[src/rtl/multicycle_ctrl_if.sv]
// Instruction-field inputs and datapath-control outputs of the multicycle control unit.
// master drives the instruction fields and ALU flags; slave is the controller.
interface multicycle_ctrl_if;
   logic [3:0] Cond;
   logic [1:0] Op;
   logic [5:0] Funct;
   logic [3:0] Rd;
   logic [3:0] ALUFlags;
   logic       PCWrite;
   logic       AdrSrc;
   logic       MemWrite;
   logic       IRWrite;
   logic       RegWrite;
   logic [1:0] ResultSrc;
   logic       ALUSrcA;
   logic [1:0] ALUSrcB;
   logic [1:0] ImmSrc;
   logic [1:0] RegSrc;
   logic [1:0] ALUControl;
   logic [3:0] Flags;
   logic [3:0] State;

   modport master (
      output Cond, Op, Funct, Rd, ALUFlags,
      input  PCWrite, AdrSrc, MemWrite, IRWrite, RegWrite, ResultSrc,
             ALUSrcA, ALUSrcB, ImmSrc, RegSrc, ALUControl, Flags, State
   );

   modport slave (
      input  Cond, Op, Funct, Rd, ALUFlags,
      output PCWrite, AdrSrc, MemWrite, IRWrite, RegWrite, ResultSrc,
             ALUSrcA, ALUSrcB, ImmSrc, RegSrc, ALUControl, Flags, State
   );
endinterface

[src/rtl/multicycle_ctrl.sv]
// Multicycle ARM-subset control FSM with NZCV flag register and condition-gated writes.
// Latency: branch 3, data-proc 4, STR 4, LDR 5 cycles; no backpressure, fixed sequencing.
module multicycle_ctrl #(
   parameter logic [3:0] FLAGS_RST  = 4'b0000,
   parameter logic       COND_UNDEF = 1'b0
) (
   input  logic             clk,
   input  logic             reset,
   multicycle_ctrl_if.slave bus
);
   typedef enum logic [3:0] {
      S_FETCH  = 4'd0, S_DECODE = 4'd1, S_MEMADR = 4'd2, S_MEMRD  = 4'd3,
      S_MEMWB  = 4'd4, S_MEMWR  = 4'd5, S_EXECR  = 4'd6, S_EXECI  = 4'd7,
      S_ALUWB  = 4'd8, S_BRANCH = 4'd9
   } state_t;

   state_t     r_state, w_state_nxt;
   logic [3:0] r_flags, w_flags_nxt;
   logic       w_condex, w_condex_nxt, w_is_exec, w_no_write;
   logic [1:0] w_alu_cmd;

   logic       r_pc_write, r_adr_src, r_mem_write, r_ir_write, r_reg_write, r_alu_src_a;
   logic [1:0] r_result_src, r_alu_src_b, r_alu_ctrl;
   logic       w_pc_write, w_adr_src, w_mem_write, w_ir_write, w_reg_write, w_alu_src_a;
   logic [1:0] w_result_src, w_alu_src_b, w_alu_ctrl;

   // flags packed {Z,C,N,V}
   function automatic logic f_condex(input logic [3:0] cond, input logic [3:0] flags);
      logic z, c, n, v;
      {z, c, n, v} = flags;
      case (cond)
         4'h0:    return z;
         4'h1:    return ~z;
         4'h2:    return c;
         4'h3:    return ~c;
         4'h4:    return n;
         4'h5:    return ~n;
         4'h6:    return v;
         4'h7:    return ~v;
         4'h8:    return c & ~z;
         4'h9:    return ~(c & ~z);
         4'hA:    return n == v;
         4'hB:    return n != v;
         4'hC:    return ~z & (n == v);
         4'hD:    return ~(~z & (n == v));
         4'hE:    return 1'b1;
         default: return COND_UNDEF;
      endcase
   endfunction

   always_comb begin
      w_state_nxt = S_FETCH;
      case (r_state)
         S_FETCH:  w_state_nxt = S_DECODE;
         S_DECODE: begin
            case (bus.Op)
               2'b00:   w_state_nxt = bus.Funct[5] ? S_EXECI : S_EXECR;
               2'b01:   w_state_nxt = S_MEMADR;
               2'b10:   w_state_nxt = S_BRANCH;
               default: w_state_nxt = S_FETCH;
            endcase
         end
         S_MEMADR: w_state_nxt = bus.Funct[0] ? S_MEMRD : S_MEMWR;
         S_MEMRD:  w_state_nxt = S_MEMWB;
         S_EXECR,
         S_EXECI:  w_state_nxt = S_ALUWB;
         default:  w_state_nxt = S_FETCH;
      endcase
   end

   assign w_is_exec = (r_state == S_EXECR) || (r_state == S_EXECI);
   assign w_condex  = f_condex(bus.Cond, r_flags);

   always_comb begin
      w_flags_nxt = r_flags;
      if (w_is_exec && w_condex && bus.Funct[0]) begin
         w_flags_nxt[3] = bus.ALUFlags[3];
         w_flags_nxt[1] = bus.ALUFlags[1];
         if (!r_alu_ctrl[1]) begin
            w_flags_nxt[2] = bus.ALUFlags[2];
            w_flags_nxt[0] = bus.ALUFlags[0];
         end
      end
   end

   // Outputs are registered, so gating looks ahead at the flags the next state will see.
   assign w_condex_nxt = f_condex(bus.Cond, w_flags_nxt);
   assign w_no_write   = (bus.Funct[4:1] == 4'b1010);

   always_comb begin
      case (bus.Funct[4:1])
         4'b0100: w_alu_cmd = 2'b00;
         4'b0010: w_alu_cmd = 2'b01;
         4'b1010: w_alu_cmd = 2'b01;
         4'b0000: w_alu_cmd = 2'b10;
         4'b1100: w_alu_cmd = 2'b11;
         default: w_alu_cmd = 2'b00;
      endcase
   end

   always_comb begin
      w_pc_write   = 1'b0;
      w_adr_src    = 1'b0;
      w_mem_write  = 1'b0;
      w_ir_write   = 1'b0;
      w_reg_write  = 1'b0;
      w_alu_src_a  = 1'b0;
      w_result_src = 2'b00;
      w_alu_src_b  = 2'b00;
      w_alu_ctrl   = 2'b00;
      case (w_state_nxt)
         S_FETCH: begin
            w_ir_write   = 1'b1;
            w_pc_write   = 1'b1;
            w_alu_src_a  = 1'b1;
            w_alu_src_b  = 2'b10;
            w_result_src = 2'b10;
         end
         S_DECODE: begin
            w_alu_src_a  = 1'b1;
            w_alu_src_b  = 2'b10;
            w_result_src = 2'b10;
         end
         S_MEMADR: w_alu_src_b = 2'b01;
         S_MEMRD:  w_adr_src   = 1'b1;
         S_MEMWB: begin
            w_result_src = 2'b01;
            w_reg_write  = w_condex_nxt;
         end
         S_MEMWR: begin
            w_adr_src   = 1'b1;
            w_mem_write = w_condex_nxt;
         end
         S_EXECR: w_alu_ctrl = w_alu_cmd;
         S_EXECI: begin
            w_alu_src_b = 2'b01;
            w_alu_ctrl  = w_alu_cmd;
         end
         S_ALUWB: begin
            w_reg_write = w_condex_nxt & ~w_no_write;
            w_pc_write  = w_condex_nxt & ~w_no_write & (bus.Rd == 4'd15);
         end
         S_BRANCH: begin
            w_alu_src_b  = 2'b01;
            w_result_src = 2'b10;
            w_pc_write   = w_condex_nxt;
         end
         default: ;
      endcase
   end

   // Output registers reset to the FETCH decode; the reset mask below hides them until release.
   always_ff @(posedge clk or posedge reset) begin
      if (reset) begin
         r_state      <= S_FETCH;
         r_flags      <= FLAGS_RST;
         r_pc_write   <= 1'b1;
         r_adr_src    <= 1'b0;
         r_mem_write  <= 1'b0;
         r_ir_write   <= 1'b1;
         r_reg_write  <= 1'b0;
         r_alu_src_a  <= 1'b1;
         r_result_src <= 2'b10;
         r_alu_src_b  <= 2'b10;
         r_alu_ctrl   <= 2'b00;
      end else begin
         r_state      <= w_state_nxt;
         r_flags      <= w_flags_nxt;
         r_pc_write   <= w_pc_write;
         r_adr_src    <= w_adr_src;
         r_mem_write  <= w_mem_write;
         r_ir_write   <= w_ir_write;
         r_reg_write  <= w_reg_write;
         r_alu_src_a  <= w_alu_src_a;
         r_result_src <= w_result_src;
         r_alu_src_b  <= w_alu_src_b;
         r_alu_ctrl   <= w_alu_ctrl;
      end
   end

   assign bus.PCWrite    = r_pc_write & ~reset;
   assign bus.AdrSrc     = r_adr_src & ~reset;
   assign bus.MemWrite   = r_mem_write & ~reset;
   assign bus.IRWrite    = r_ir_write & ~reset;
   assign bus.RegWrite   = r_reg_write & ~reset;
   assign bus.ALUSrcA    = r_alu_src_a & ~reset;
   assign bus.ResultSrc  = reset ? 2'b00 : r_result_src;
   assign bus.ALUSrcB    = reset ? 2'b00 : r_alu_src_b;
   assign bus.ALUControl = reset ? 2'b00 : r_alu_ctrl;
   assign bus.ImmSrc     = reset ? 2'b00 : bus.Op;
   assign bus.RegSrc     = reset ? 2'b00 : {bus.Op == 2'b01, bus.Op == 2'b10};
   assign bus.Flags      = r_flags;
   assign bus.State      = r_state;
endmodule

[src/flat_wrapper.sv]
// flat-port wrapper written by rule: the top's interface ports become plain ports
module multicycle_ctrl_flat 
#(
   parameter logic [3:0] FLAGS_RST  = 4'b0000,
   parameter logic       COND_UNDEF = 1'b0
)
  (clk, reset, bus_Cond, bus_Op, bus_Funct, bus_Rd, bus_ALUFlags, bus_PCWrite, bus_AdrSrc, bus_MemWrite, bus_IRWrite, bus_RegWrite, bus_ResultSrc, bus_ALUSrcA, bus_ALUSrcB, bus_ImmSrc, bus_RegSrc, bus_ALUControl, bus_Flags, bus_State);
  multicycle_ctrl_if bus_i ();
  input  logic clk;
  input  logic reset;
  input wire logic [$bits(bus_i.Cond)-1:0] bus_Cond;
  input wire logic [$bits(bus_i.Op)-1:0] bus_Op;
  input wire logic [$bits(bus_i.Funct)-1:0] bus_Funct;
  input wire logic [$bits(bus_i.Rd)-1:0] bus_Rd;
  input wire logic [$bits(bus_i.ALUFlags)-1:0] bus_ALUFlags;
  output wire logic [$bits(bus_i.PCWrite)-1:0] bus_PCWrite;
  output wire logic [$bits(bus_i.AdrSrc)-1:0] bus_AdrSrc;
  output wire logic [$bits(bus_i.MemWrite)-1:0] bus_MemWrite;
  output wire logic [$bits(bus_i.IRWrite)-1:0] bus_IRWrite;
  output wire logic [$bits(bus_i.RegWrite)-1:0] bus_RegWrite;
  output wire logic [$bits(bus_i.ResultSrc)-1:0] bus_ResultSrc;
  output wire logic [$bits(bus_i.ALUSrcA)-1:0] bus_ALUSrcA;
  output wire logic [$bits(bus_i.ALUSrcB)-1:0] bus_ALUSrcB;
  output wire logic [$bits(bus_i.ImmSrc)-1:0] bus_ImmSrc;
  output wire logic [$bits(bus_i.RegSrc)-1:0] bus_RegSrc;
  output wire logic [$bits(bus_i.ALUControl)-1:0] bus_ALUControl;
  output wire logic [$bits(bus_i.Flags)-1:0] bus_Flags;
  output wire logic [$bits(bus_i.State)-1:0] bus_State;
  assign bus_i.Cond = bus_Cond;
  assign bus_i.Op = bus_Op;
  assign bus_i.Funct = bus_Funct;
  assign bus_i.Rd = bus_Rd;
  assign bus_i.ALUFlags = bus_ALUFlags;
  assign bus_PCWrite = bus_i.PCWrite;
  assign bus_AdrSrc = bus_i.AdrSrc;
  assign bus_MemWrite = bus_i.MemWrite;
  assign bus_IRWrite = bus_i.IRWrite;
  assign bus_RegWrite = bus_i.RegWrite;
  assign bus_ResultSrc = bus_i.ResultSrc;
  assign bus_ALUSrcA = bus_i.ALUSrcA;
  assign bus_ALUSrcB = bus_i.ALUSrcB;
  assign bus_ImmSrc = bus_i.ImmSrc;
  assign bus_RegSrc = bus_i.RegSrc;
  assign bus_ALUControl = bus_i.ALUControl;
  assign bus_Flags = bus_i.Flags;
  assign bus_State = bus_i.State;
  multicycle_ctrl #(.FLAGS_RST(FLAGS_RST), .COND_UNDEF(COND_UNDEF)) u_core (.clk(clk), .reset(reset), .bus(bus_i));
endmodule
[config.mk]
export PLATFORM = sky130hd
export DESIGN_NAME = multicycle_ctrl_flat
export DESIGN_NICKNAME = d
export VERILOG_FILES = /design/src/rtl/multicycle_ctrl_if.sv /design/src/rtl/multicycle_ctrl.sv /design/src/flat_wrapper.sv
export SDC_FILE = /design/constraint.sdc
export NUM_CORES = 1
export LEC_CHECK = 0
export ABC_AREA = 1
export BUFFER_PORTS_ARGS = -buffer_cell sky130_fd_sc_hd__clkbuf_2
export CAP_MARGIN = 5
export CELL_PAD_IN_SITES_DETAIL_PLACEMENT = 2
export CELL_PAD_IN_SITES_GLOBAL_PLACEMENT = 2
export CORE_MARGIN = 3
export CORE_UTILIZATION = 26
export DETAILED_ROUTE_END_ITERATION = 8
export PLACE_DENSITY_LB_ADDON = 0.25
export SYNTH_ARGS = -nofsm -noshare
export SYNTH_HDL_FRONTEND = slang
export SYNTH_SLANG_ARGS = --single-unit
[constraint.sdc]
create_clock -name clk -period 2.45 [get_ports clk]
set_input_delay 0.1225 -clock clk [delete_from_list [all_inputs] [get_ports clk]]
set_output_delay 0.1225 -clock clk [all_outputs]
set_load 0.02 [all_outputs]
==> out/summary.txt <==
outcome: complete, no violations
Slew headroom: 47.0%
CP arrival: 2.35 ns
detailed-route vias per instance: 4.54
cell area power density: 1050 nW/µm²
DRC Markers: 0
Yosys top cell area share: 25.2%
VDD IR max: 358 µV
final setup violation count: 0
met2 Use GR: 27.1%
sequential share of the synthesized area: 34.1%
IO Count: 46
Tot GR Track Use: 16.2%
Max stage delay on crit path: 0.44 ns
DR pass1 iterations: 4
fin crit share: 89.3%
antenna violations before repair: 0
Area contributors post-synth: dfrtp_1 (25%), nand2_1 (18%), inv_1 (11%)
Starting DRT DRC Count: 73
worst skew pair latency: 0.26 ns
Fin. Hold Viols: 0
M1 GR Usage: 22.6%
global routing's busiest layer: met2
Yosys cell types: 25
fin nets: 310
Hold Path Class: input port to register
first-pass GRT wire length: 8340 µm
Syn. warnings: 0
Startpoint Class: register
Die H: 81.6 µm
Net Count, Synth: 262
# rows: 26
Area growth, synth to finish: 24.2%
Achievable Freq: 0.457 GHz
CTS buffer count: 3
CTS Root Cell: clkbuf_8
depth of the CTS H-tree: 1
pre-CTS setup slack: 0.261 ns
Routed Antenna Nets: 0
met3 usage: 2.96%
share of post-route cells with drive strength above 1: 26.5%
Slew Viols, Final: 0
Yosys top cell by area: dfrtp_1
DR WL/cell: 14.4 µm
critical path, cell by cell: inv_1 > nor2_1 > nand2_1 > a211oi_4 > nand2_4 > nand2_1 > nand2_1 > inv_2 > nand2_1 > nand2_1 > nand2_1 > nor2_1 > nand3_2 > nand2_1 > inv_1
Reg clk slew, reported paths: 0.07 ns
Leakage: 0.00110 µW
Worst Skew: 0.00111 ns
CORE AREA: 5300 µm²
crit path max fanout: 8
commonest non-fill, non-tap cells in the layout: nand2_1 (71), clkbuf_2 (45), inv_1 (44)
commonest non-fill, non-tap cell in the layout: nand2_1
total gr overflow: 0
Post-DP HPWL: 4380 µm
final worst slack: 0.263 ns
total detailed-routing wirelength: 5140 µm
Post-Syn Area: 1490 µm²
initial core utilization: 28.1%
most frequent CP cell: nand2_1
CTS Hold Bufs: 0
CTS tree: built
CP max stage cell: a211oi_4
CP endpoint kind: register
full die area: 6670 µm²
vias in the first global route: 1706
Final min period: 2.19 ns
RSZ-0062 raised after global routing: false
CTS sink cnt: 20
# diodes: 0
crit path kind: register to register
Worst EP required: 2.61 ns
Port Buffer Count: 45
Post-Synthesis Mean Instance Area: 6.20 µm²
Final TNS setup: 0 ns
Vias: 1621
synthesized flop and latch total: 20
Die X: 81.6 µm
CTS max path bufs: 2
Worst Tran Pin Value: 0.793 ns
routability cong.: 0.818
pin count of the biggest net entering global routing: 21
max cap viols: 0
Syn Inst Count: 240
## repair_timing
item | CTS | global route
setup endpoints to repair | 0 | 1
resized for setup | 0 | 1
setup buffers | 0 | 0
## state kept, by name, indices dropped and copies added, names as in the netlist
signal               cells
u_core.r_result_src      2
u_core.r_adr_src         1
u_core.r_mem_write       1
u_core.r_alu_ctrl        2
u_core.r_alu_src_b       2
u_core.r_alu_src_a       1
u_core.r_pc_write        1
u_core.r_ir_write        1
u_core.r_reg_write       1
u_core.bus.Flags         4
u_core.bus.State         4
## power breakdown
part	internal (µW)	leakage (µW)	total (µW)	switching, µW
Combinational	331	0.000825	1110	775
Clock	143	0.0000288	252	109
Sequential	486	0.000248	577	90.9
Total	960	0.00110	1940	975
## stage by stage
| stage | hold slack, ns | cell area, µm² | util [%] | std cells | total power [µW] |
|---|---|---|---|---|---|
| 2_1_floorplan | 0.272 | 1490 | - | 240 | 1350 |
| 3_3_place_gp | 0.420 | 1790 | 33.8 | 353 | 1660 |
| 3_5_place_dp | 0.428 | 1790 | 33.8 | 353 | 1700 |
| 4_1_cts | 0.149 | 1850 | 34.9 | 357 | 1960 |
| 5_1_grt | 0.173 | 1850 | 34.9 | 357 | 2130 |
| 6_report | 0.154 | 1850 | 34.9 | 357 | 1940 |
## final timing paths
| kind | from | to | slack (ns) | cells past startpoint |
|---|---|---|---|---|
| max | u_core.bus.State[1] | u_core.r_mem_write | 0.26 | 15 |
| min | bus_Funct[0] | u_core.r_mem_write | 0.15 | 4 |
| max reg2reg | u_core.bus.State[1] | u_core.r_mem_write | 0.26 | 15 |
| min reg2reg | u_core.bus.State[0] | u_core.r_adr_src | 0.54 | 1 |
| max in group asynchronous | reset | u_core.r_alu_src_b[0] | 1.70 | 2 |
| min in group asynchronous | reset | u_core.r_result_src[0] | 0.25 | 2 |
## synthesized netlist by cell type
master / number
a211oi_4: 1
a21oi_1: 3
a21oi_2: 1
clkbuf_1: 2
dfrtp_1: 15
dfstp_2: 5
inv_1: 45
inv_2: 5
mux2i_1: 1
nand2_1: 71
nand2_2: 7
nand2_4: 1
nand3_1: 18
nand3_2: 1
nand3_4: 1
nand3b_1: 5
nand4_1: 1
nor2_1: 40
nor2_2: 4
nor3_1: 4
o21ai_0: 4
o21ai_1: 1
o21bai_1: 2
o22ai_1: 1
o31ai_1: 1
## cell type report
class	instances	area, µm²
Fill cell	684	3450
Multi-Input combinational cell	168	786
Sequential cell	20	507
Timing Repair Buffer	45	225
Inverter	50	188
Tap cell	70	87.6
Clock buffer	4	55.1
## cell families (layout without fill, tap and decap cells)
| kind of cell | count (synthesis) | after routing | synth area share (%) |
|---|---|---|---|
| multiplexers | 1 | 1 | 0.673 |
| flip-flops | 20 | 20 | 34.1 |
| buffers and inverters | 52 | 99 | 13.1 |
| AO/OA/AOI/OAI | 14 | 14 | 6.56 |
| AND/OR/NAND/NOR | 153 | 153 | 45.6 |
## metal layers
metal	wire [µm]	part of all wire, %	up-vias
met1	2570	50	773
met4	21	0.41	0
met5	0	0	-
met3	221	4.3	2
li1	-	-	815
met2	2320	45	31
## critical path, delay by kind of cell, from the launching register on
kind            cells  cell delay [ns]
flops               1             0.38
compound gates      1             0.44
simple gates       11             1.06
buf+inv             3             0.20
Power figures use the tool's default switching activity.
